**src/rtl/midi_pkg.sv**
```systemverilog
// Shared MIDI types: event record, parser states and byte-class constants.
package midi_pkg;

    typedef enum logic [2:0] {
        EVT_NOTE_OFF = 3'd0,
        EVT_NOTE_ON  = 3'd1,
        EVT_POLY_AT  = 3'd2,
        EVT_CC       = 3'd3,
        EVT_PROG     = 3'd4,
        EVT_CHAN_AT  = 3'd5,
        EVT_PITCH    = 3'd6
    } evt_type_e;

    typedef struct packed {
        evt_type_e   evt_type;
        logic [3:0]  channel;
        logic [6:0]  data1;
        logic [6:0]  data2;
    } midi_evt_t;

    typedef enum logic [1:0] {
        ST_IDLE,
        ST_WAIT_D1,
        ST_WAIT_D2,
        ST_SYSEX
    } parse_state_e;

    localparam logic [7:0] SYSEX_START   = 8'hF0;
    localparam logic [7:0] SYSTEM_MIN    = 8'hF0;
    localparam logic [7:0] REALTIME_MIN  = 8'hF8;
    localparam logic [3:0] NIBBLE_PROG   = 4'hC;
    localparam logic [3:0] NIBBLE_CHANAT = 4'hD;

    // Program change and channel aftertouch carry a single data byte.
    function automatic logic is_one_data(input logic [3:0] status_hi);
        return (status_hi == NIBBLE_PROG) || (status_hi == NIBBLE_CHANAT);
    endfunction

endpackage

```
**src/rtl/midi_evt_fifo.sv**
```systemverilog
// Show-ahead synchronous FIFO of parsed MIDI events.
module midi_evt_fifo
    import midi_pkg::*;
#(
    parameter int DEPTH = 4
) (
    input  logic      clk,
    input  logic      reset,
    input  logic      push,
    input  midi_evt_t push_evt,
    input  logic      pop,
    output midi_evt_t head_evt,
    output logic      full,
    output logic      empty
);

    localparam int AW = $clog2(DEPTH);

    midi_evt_t     mem [DEPTH];
    logic [AW:0]   wr_ptr;
    logic [AW:0]   rd_ptr;
    logic          do_write;
    logic          do_read;

    // A write into a full FIFO is only accepted when the head leaves in the same cycle.
    assign do_write = push && (!full || pop);
    assign do_read  = pop && !empty;

    assign empty = (wr_ptr == rd_ptr);
    assign full  = (wr_ptr[AW] != rd_ptr[AW]) && (wr_ptr[AW-1:0] == rd_ptr[AW-1:0]);

    // Head is forced to zero when empty so the event outputs idle at 0.
    assign head_evt = empty ? '0 : mem[rd_ptr[AW-1:0]];

    // Pointer update; extra MSB distinguishes full from empty.
    always_ff @(posedge clk or negedge reset) begin
        if (!reset) begin
            wr_ptr <= '0;
            rd_ptr <= '0;
        end else begin
            if (do_write) wr_ptr <= wr_ptr + 1'b1;
            if (do_read)  rd_ptr <= rd_ptr + 1'b1;
        end
    end

    // Event storage, no reset needed: contents are masked by empty.
    always_ff @(posedge clk) begin
        if (do_write) mem[wr_ptr[AW-1:0]] <= push_evt;
    end

endmodule

```
**src/rtl/midi_msg_parser.sv**
```systemverilog
// MIDI channel-voice parser: running status, real-time passthrough, SysEx skip,
// channel filter, and an event FIFO with valid/ready output.
module midi_msg_parser
    import midi_pkg::*;
#(
    parameter int FIFO_DEPTH = 4
) (
    input  logic       clk,
    input  logic       reset,
    input  logic [7:0] byte_in,
    input  logic       byte_valid,
    input  logic       cfg_omni,
    input  logic [3:0] cfg_channel,
    output logic       evt_valid,
    input  logic       evt_ready,
    output logic [2:0] evt_type,
    output logic [3:0] evt_channel,
    output logic [6:0] evt_data1,
    output logic [6:0] evt_data2,
    output logic       overflow
);

    parse_state_e state_q, state_d;
    logic [7:0]   status_q, status_d;
    logic [6:0]   d1_q, d1_d;
    logic         complete;
    logic [6:0]   cmp_d1;
    logic [6:0]   cmp_d2;
    logic         chan_ok;
    logic         push;
    logic         pop;
    logic         full;
    logic         empty;
    midi_evt_t    new_evt;
    midi_evt_t    head_evt;

    // Parser state and running status register.
    always_ff @(posedge clk or negedge reset) begin
        if (!reset) begin
            state_q  <= ST_IDLE;
            status_q <= '0;
        end else begin
            state_q  <= state_d;
            status_q <= status_d;
        end
    end

    // First data byte holding register; only meaningful in WAIT_D2.
    always_ff @(posedge clk) begin
        d1_q <= d1_d;
    end

    // Byte classification, next-state and message completion.
    always_comb begin
        state_d  = state_q;
        status_d = status_q;
        d1_d     = d1_q;
        complete = 1'b0;
        cmp_d1   = d1_q;
        cmp_d2   = '0;
        if (byte_valid) begin
            if (byte_in >= REALTIME_MIN) begin
                // Real-time bytes are transparent to message assembly.
            end else if (byte_in[7] && (byte_in < SYSTEM_MIN)) begin
                status_d = byte_in;
                state_d  = ST_WAIT_D1;
            end else if (byte_in == SYSEX_START) begin
                status_d = '0;
                state_d  = ST_SYSEX;
            end else if (byte_in[7]) begin
                status_d = '0;
                state_d  = ST_IDLE;
            end else begin
                case (state_q)
                    ST_WAIT_D1: begin
                        d1_d = byte_in[6:0];
                        if (is_one_data(status_q[7:4])) begin
                            complete = 1'b1;
                            cmp_d1   = byte_in[6:0];
                        end else begin
                            state_d = ST_WAIT_D2;
                        end
                    end
                    ST_WAIT_D2: begin
                        complete = 1'b1;
                        cmp_d2   = byte_in[6:0];
                        state_d  = ST_WAIT_D1;
                    end
                    default: ;
                endcase
            end
        end
    end

    // Event formatting; a zero-velocity note-on is reported as note-off.
    always_comb begin
        new_evt          = '0;
        new_evt.evt_type = evt_type_e'(status_q[6:4]);
        new_evt.channel  = status_q[3:0];
        new_evt.data1    = cmp_d1;
        new_evt.data2    = cmp_d2;
        if ((new_evt.evt_type == EVT_NOTE_ON) && (cmp_d2 == 7'd0)) begin
            new_evt.evt_type = EVT_NOTE_OFF;
        end
    end

    assign chan_ok = cfg_omni || (status_q[3:0] == cfg_channel);
    assign push    = complete && chan_ok;
    assign pop     = evt_valid && evt_ready;

    midi_evt_fifo #(
        .DEPTH (FIFO_DEPTH)
    ) u_fifo (
        .clk      (clk),
        .reset    (reset),
        .push     (push),
        .push_evt (new_evt),
        .pop      (pop),
        .head_evt (head_evt),
        .full     (full),
        .empty    (empty)
    );

    // Registered drop indicator for an event that found the FIFO full.
    always_ff @(posedge clk or negedge reset) begin
        if (!reset) overflow <= 1'b0;
        else        overflow <= push && full && !pop;
    end

    assign evt_valid   = !empty;
    assign evt_type    = head_evt.evt_type;
    assign evt_channel = head_evt.channel;
    assign evt_data1   = head_evt.data1;
    assign evt_data2   = head_evt.data2;

endmodule

```
**config.mk**
```make
export PLATFORM = sky130hd
export DESIGN_NAME = midi_msg_parser
export DESIGN_NICKNAME = d
export VERILOG_FILES = /design/src/rtl/midi_pkg.sv /design/src/rtl/midi_evt_fifo.sv /design/src/rtl/midi_msg_parser.sv
export SDC_FILE = /design/constraint.sdc
export NUM_CORES = 1
export LEC_CHECK = 0
export CAP_MARGIN = 25
export CORE_MARGIN = 5
export CORE_UTILIZATION = 55
export DETAILED_ROUTE_END_ITERATION = 12
export PLACE_DENSITY = 0.78
export REMOVE_ABC_BUFFERS = 1
export SLEW_MARGIN = 20
export SYNTH_ARGS = -nofsm -noshare
export SYNTH_HDL_FRONTEND = slang
export SYNTH_HIERARCHICAL = 1
export SYNTH_SLANG_ARGS = --single-unit
```
**constraint.sdc**
```tcl
create_clock -name clk -period 3.51 [get_ports clk]
set_input_delay 0.8775 -clock clk [delete_from_list [all_inputs] [get_ports clk]]
set_output_delay 0.8775 -clock clk [all_outputs]
set_load 0.05 [all_outputs]
```
==> impl_metrics.json <==
{
  "grt_max_degree": 24,
  "ys_warn_count": 6,
  "dieArea_sq_um": 10300,
  "synth_edf_count": 91,
  "path_buf_inv": 3,
  "required_ps": 2630,
  "root_buffer": "clkbuf_8",
  "setup_viol": 0,
  "max-cap-violations": 0,
  "hpwlAfterDp_mm": 5.73,
  "ioPinCount": 40,
  "grt_use_total_pct": 17.4,
  "rsz0062_at_grt": "false",
  "instances_no_fill": 418,
  "yosys.area_share.simple_pct": 7.50,
  "start_util_pct": 56.3,
  "die_w_um": 102,
  "cts_tree": "yes",
  "drc": 0,
  "cellPowerDensity_nw_per_um2": 806,
  "firstDrtPassIters": 4,
  "max_freq_mhz": 344,
  "synth_top_family_by_area": "multiplexers",
  "relSlewSlack_pct": 43.6,
  "worstSkewPairLatency_ps": 360,
  "ys_async_sr_fraction_pct": 15.7,
  "place.gp.congestion": 0.881,
  "synthCells": 256,
  "cts_max_level": 3,
  "vias": 2422,
  "cts_setup_buffers": 0,
  "hold_buffers": 0,
  "grt_overflow": 0,
  "routedWlPerCell_um": 20.1,
  "path_common_cell": "buf_4",
  "ctsLongestPathBuffers": 2,
  "status": "finished clean",
  "synth-xor-area-share_pct": 2.60,
  "syn2layout_area_growth_pct": 15.3,
  "synth_compound_area_share_pct": 4.30,
  "ys_ff_latch": 108,
  "slew_violations": 0,
  "hold_violations": 0,
  "critical_path_class": "flip-flop to primary output",
  "final_antenna_net_count": 0,
  "placed_cells": 402,
  "post-route-period-util_pct": 82.9,
  "path_clk_slew_ps": 100,
  "crit_slowest_cell": "xor2_2",
  "post-route-util_pct": 64.9,
  "initialDrtViolationCount": 126,
  "cp_max_fo": 9,
  "insertedDiodeCount": 0,
  "worst_pin_slew_ps": 843,
  "core-area_sq_um": 8220,
  "hp-class": "flip-flop to flip-flop",
  "numCtsBuffers": 9,
  "drt-total-wl_mm": 8.42,
  "yosysUniqueCellTypes": 48,
  "yosysSeqAreaShare_pct": 68.3,
  "slowest_delay_ps": 390,
  "grt_pass1_vias": 2417,
  "synth_area_per_cell_sq_um": 18.1,
  "drive_above_1_share_pct": 29.4,
  "syn-cell-area_sq_um": 4620,
  "fill_cells": 579,
  "min_period_ps": 2910,
  "synthAdderAreaFrac_pct": 1.89,
  "cts.repair.resized": 0,
  "rows": 33,
  "numPortBuffers": 39,
  "path_cells": "buf_4, xor2_2, nor3_2, buf_4, nor2b_1, buf_4",
  "peakVddDrop_mv": 0.400,
  "cp_data_arrival_time_ps": 2030,
  "routed_via_density": 5.79,
  "fp.dieH_um": 102,
  "synth-main-ff-cell": "edfxtp_1",
  "endpoint_kind": "primary output",
  "cp-start-kind": "flip-flop",
  "synth_mux_area_share_pct": 13.2,
  "path_delay_family": "buffers and inverters",
  "grt_pass1_wl_mm": 13.1,
  "nets": 332,
  "p_leak_nw": 1.95,
  "antenna_found_initial": 0,
  "cts_sinks": 108,
  "finalClockSkew_ps": 16.9
}
## kinds of logic (layout without fill, tap and decap cells)
family,after synthesis,count (layout)
compound gates,22,22
xor+xnor,12,12
fa+ha+maj,7,7
buf+inv,20,77
flops,108,108
mux,31,31
simple gates,56,56
## per-stage QoR
stage	worst slack, ps	TNS, ps	power (mW)	hold WS [ps]	area, sq um
global placement	329	0	3.56	500	5130
finish	601	0	4.30	535	5330
floorplan	-355	-25970	2.99	473	4540
global route	487	0	4.50	543	5330
CTS	581	0	4.33	530	5330
detailed placement	263	0	3.58	503	5130
## synth_stat cells, drive strengths merged (5+ instances only)
| master | instances | area [sq um] |
|---|---|---|
| xnor2 | 9 | 78.8 |
| nor3 | 5 | 30.0 |
| nor2b | 23 | 146 |
| mux4 | 21 | 473 |
| clkbuf | 6 | 23.8 |
| edfxtp | 91 | 2730 |
| mux2 | 9 | 128 |
| a22o | 7 | 62.6 |
| ha | 7 | 87.6 |
| inv | 6 | 22.5 |
| nor2 | 5 | 18.8 |
| buf | 7 | 43.8 |
| and3 | 10 | 62.6 |
| dfrtp | 17 | 425 |
## state kept, by name (all words and copies together) (netlist names)
name,cells
u_fifo/wr_ptr,3
overflow,1
u_fifo/mem,84
d1_q,7
state_q,2
status_q,8
u_fifo/rd_ptr,3
## path summary, 6_finish.rpt
path	startpoint	endpoint	slack, ps	cells after the start
max in group asynchronous	reset	status_q[5]	1990	1
max reg2reg	u_fifo/rd_ptr[0]	u_fifo/mem[1][14]	900	8
max	u_fifo/rd_ptr[0]	evt_type[1]	600	6
min	status_q[4]	status_q[4]	530	1
min in group asynchronous	reset	u_fifo/rd_ptr[2]	990	1
min reg2reg	status_q[4]	status_q[4]	530	1
## power by group
| part | switching (mW) | total [mW] | internal [mW] | leakage [nW] |
|---|---|---|---|---|
| Sequential | 0.0701 | 1.54 | 1.47 | 1.04 |
| Combinational | 1.26 | 1.99 | 0.726 | 0.811 |
| Clock | 0.425 | 0.764 | 0.338 | 0.0988 |
## layout make-up
cell class / count / area, sq um / area share [%]
multi-input combinational: 128 / 1360 / 25.6
clock inverter: 6 / 71.3 / 1.34
clock buffer: 10 / 128 / 2.39
timing repair buffer: 55 / 455 / 8.54
sequential: 108 / 3160 / 59.2
inverter: 6 / 22.5 / 0.423
tap: 105 / 131 / 2.46
## routing by layer
layer / vias to the layer above / share of wire [%] / routed length (um) / global-route usage (%)
met5: - / 0 / 0 / 0
met2: 84 / 51 / 4250 / 27.7
met3: 6 / 5.8 / 492 / 3.31
met4: 0 / 0.69 / 58 / 6.75
met1: 1239 / 43 / 3610 / 24.1
li1: 1093 / - / - / -
## placed cells by master, fill, tap and decap left out, drive strengths merged, types with 2 or more instances in the layout
cell,instances
a22o,7
xor2,3
clkdlybuf4s50,17
edfxtp,91
dfrtp,17
buf,38
clkbuf,10
clkinv,2
o41ai,2
mux2,9
a21o,2
and3,10
mux4,21
xnor2,9
inv,8
a31oi,2
nand2,4
nor3,5
ha,7
o31ai,2
nor2,5
nor2b,23
(Power assumes the default switching activity.)
==> variant, RTL diff (same flow settings) <==
Remove the register `overflow`: a continuous assignment takes its place, so the output `overflow` follows one clock earlier.
--- a/src/rtl/midi_msg_parser.sv
+++ b/src/rtl/midi_msg_parser.sv
@@ -124,6 +124,3 @@
     // Registered drop indicator for an event that found the FIFO full.
-    always_ff @(posedge clk or negedge reset) begin
-        if (!reset) overflow <= 1'b0;
-        else        overflow <= push && full && !pop;
-    end
+    assign overflow = push && full && !pop;
 
Behaviour: not the same (a bounded check fails within 10 cycles, from zero or initial values and one cycle with reset low).
==> variant against the unedited design <==
- synthesized area decreased by 0.54%
- count of clock-buffer cells in the layout is the same
- total power down 0.99%
- wire length grew 4.6%
- sequential cell count decreased by 1
- fmax shrank 11%
- core utilization up 1.8 points
- worst setup slack lost 0.36 ns
- cell area is 2.2% higher
- critical path type is now in -> out
- largest power group unchanged
==> variant: results (changes against the unedited design) <==
- Status: finished clean
- Top sig layer: met4
- Sequential share of power: 36.6% (+0.7 points)
- Pwr Total: 4.26 mW (-0.99%)
- Synth async-reset ratio: 15.0% (-0.79 points)
- Vias in the first global route: 2622 (+8.5%)
- Met1 Resource Use GR: 25.5% (+1.3 points)
- Clock Tree Buf Depth: 2 (unchanged)
- NetSw: 1.79 mW (+1.4%)
- Final Net Count: 339 (+2.1%)
- Initial antenna violation count: 0 (unchanged)
- R2R Setup Slk: 0.81 ns (-0.09 ns)
- Slowest CP cell: clkdlybuf4s50_1
- Post-DP Area: 5190 µm² (+1.2%)
- Register area share after synthesis: 68.2% (-0.17 points)
- Synth unique cells: 48 (unchanged)
- Num CTS Buffers: 9 (unchanged)
- Metal2 WL: 4630 µm (+8.9%)
- Routed WL per cell: 20.7 µm (+2.8%)
- Max Clock Skew: 0.0163 ns (-0.000641 ns)
- Syn Inst Count: 255 (-0.39%)
- First-pass GRT wire length: 14300 µm (+8.9%)
- GR Util All Layers: 18.9% (+1.4 points)
- CP Max Fanout: 3 (-6)
- Clk_lat worst skew: 0.38 ns (+0.02 ns)
- M1 WL: 3780 µm (+4.5%)
- Synth top area cells: edfxtp_1 59%, mux4_2 10%, dfrtp_1 8.7%
- Top cells by count, synth: 91 x edfxtp_1, 22 x nor2b_1, 21 x mux4_2
- Met2 GRT Util: 31.5% (+3.8 points)
- Grt met3 use: 4.27% (+0.96 points)
- Number of flip-flops in the largest register: 84 (unchanged)
- Grt total ovfl: 0 (unchanged)
- H-tree depth: 3 (unchanged)
- Non-Filler Instances: 425 (+1.7%)
- Worst VDD drop: 0.000478 V (+19%)
- DR pass1 iterations: 4 (unchanged)
- Crit-path max cell delay: 0.52 ns (+0.13 ns)
- Leakage: 2.05 nW (+5.2%)
- Initial DRC count: 107 (-15%)
- Largest net degree at the start of global routing: 24 (unchanged)
- Fillers: 572 (-1.2%)
- Yosys warns: 6 (unchanged)
- Clock transition at path regs: 0.10 ns (about the same)
- Worst Path Arrival: 2.39 ns (+0.36 ns)
- Clock power frac: 16.9% (-0.9 points)
- Root Driver: clkbuf_8
- Via count: 2421 (-0.041%)
- Buffers on Ports: 39 (unchanged)
- Delay-heaviest family, CP: buffers and inverters
- DP HPWL: 5780 µm (+0.80%)
- Placed cell count: 408 (+1.5%)
- Met3 WL post-DR: 294 µm (-40%)
- Diodes inserted: 0 (unchanged)
- Share of cells above drive strength 1: 33.4% (+4.0 points)
- Routability cong.: 0.818 (-7.2%)
- Worst-Margin Slew: 0.777 ns (-0.0664 ns)
[variant: worst register-to-register path, delay by kind of cell, from the launching register on]
kind / cells / cell delay, ns
simple gates: 4 / 1.13
flops: 1 / 0.67
buf+inv: 2 / 0.38
xor+xnor: 1 / 0.25
[variant: area by class of cell]
| type | instances | share of cell area, % |
|---|---|---|
| Sequential cell | 107 | 57.5 |
| Multi-Input combinational cell | 128 | 26.0 |
| Timing Repair Buffer | 63 | 10.3 |
| Tap cell | 105 | 2.41 |
| Clock buffer | 10 | 2.34 |
| Clock inverter | 6 | 1.03 |
| Inverter | 6 | 0.413 |
[variant: through the flow]
step	worst slack, ns	TNS (ns)	utilization [%]	hold WS (ns)
global placement	0.0284	0	63.5	0.497
detailed placement	0.0276	0	63.5	0.525
CTS	0.00529	0	65.8	0.545
floorplan	-0.900	-26.87	-	0.473
finish	0.238	0	66.7	0.544
global route	0.144	0	66.7	0.580
[variant: kinds of logic after synthesis]
kind of cell,count (synthesis),synth area share (%)
and+or+nand+nor,56,7.54
buffers and inverters,20,2.18
DFF,107,68.2
AOI/OAI and AO/OA,22,4.33
adders and majority gates,7,1.91
xor gates and xnor gates,12,2.61
muxes,31,13.3
[variant: timing repair]
action / in CTS / in global routing
buffers inserted: 0 / 1
gates resized for setup: 0 / 12
setup endpoints to repair: 0 / 1
[variant: worst paths after layout]
path | from | end | cells after the start
worst max-delay path | byte_in[0] | overflow | 6
worst min-delay path | u_fifo/rd_ptr[2] | u_fifo/rd_ptr[2] | 1
min in group asynchronous | reset | status_q[4] | 1
worst min register to register | u_fifo/rd_ptr[2] | u_fifo/rd_ptr[2] | 1
max in group asynchronous | reset | status_q[1] | 1
worst max register to register | u_fifo/rd_ptr[0] | u_fifo/mem[1][8] | 7
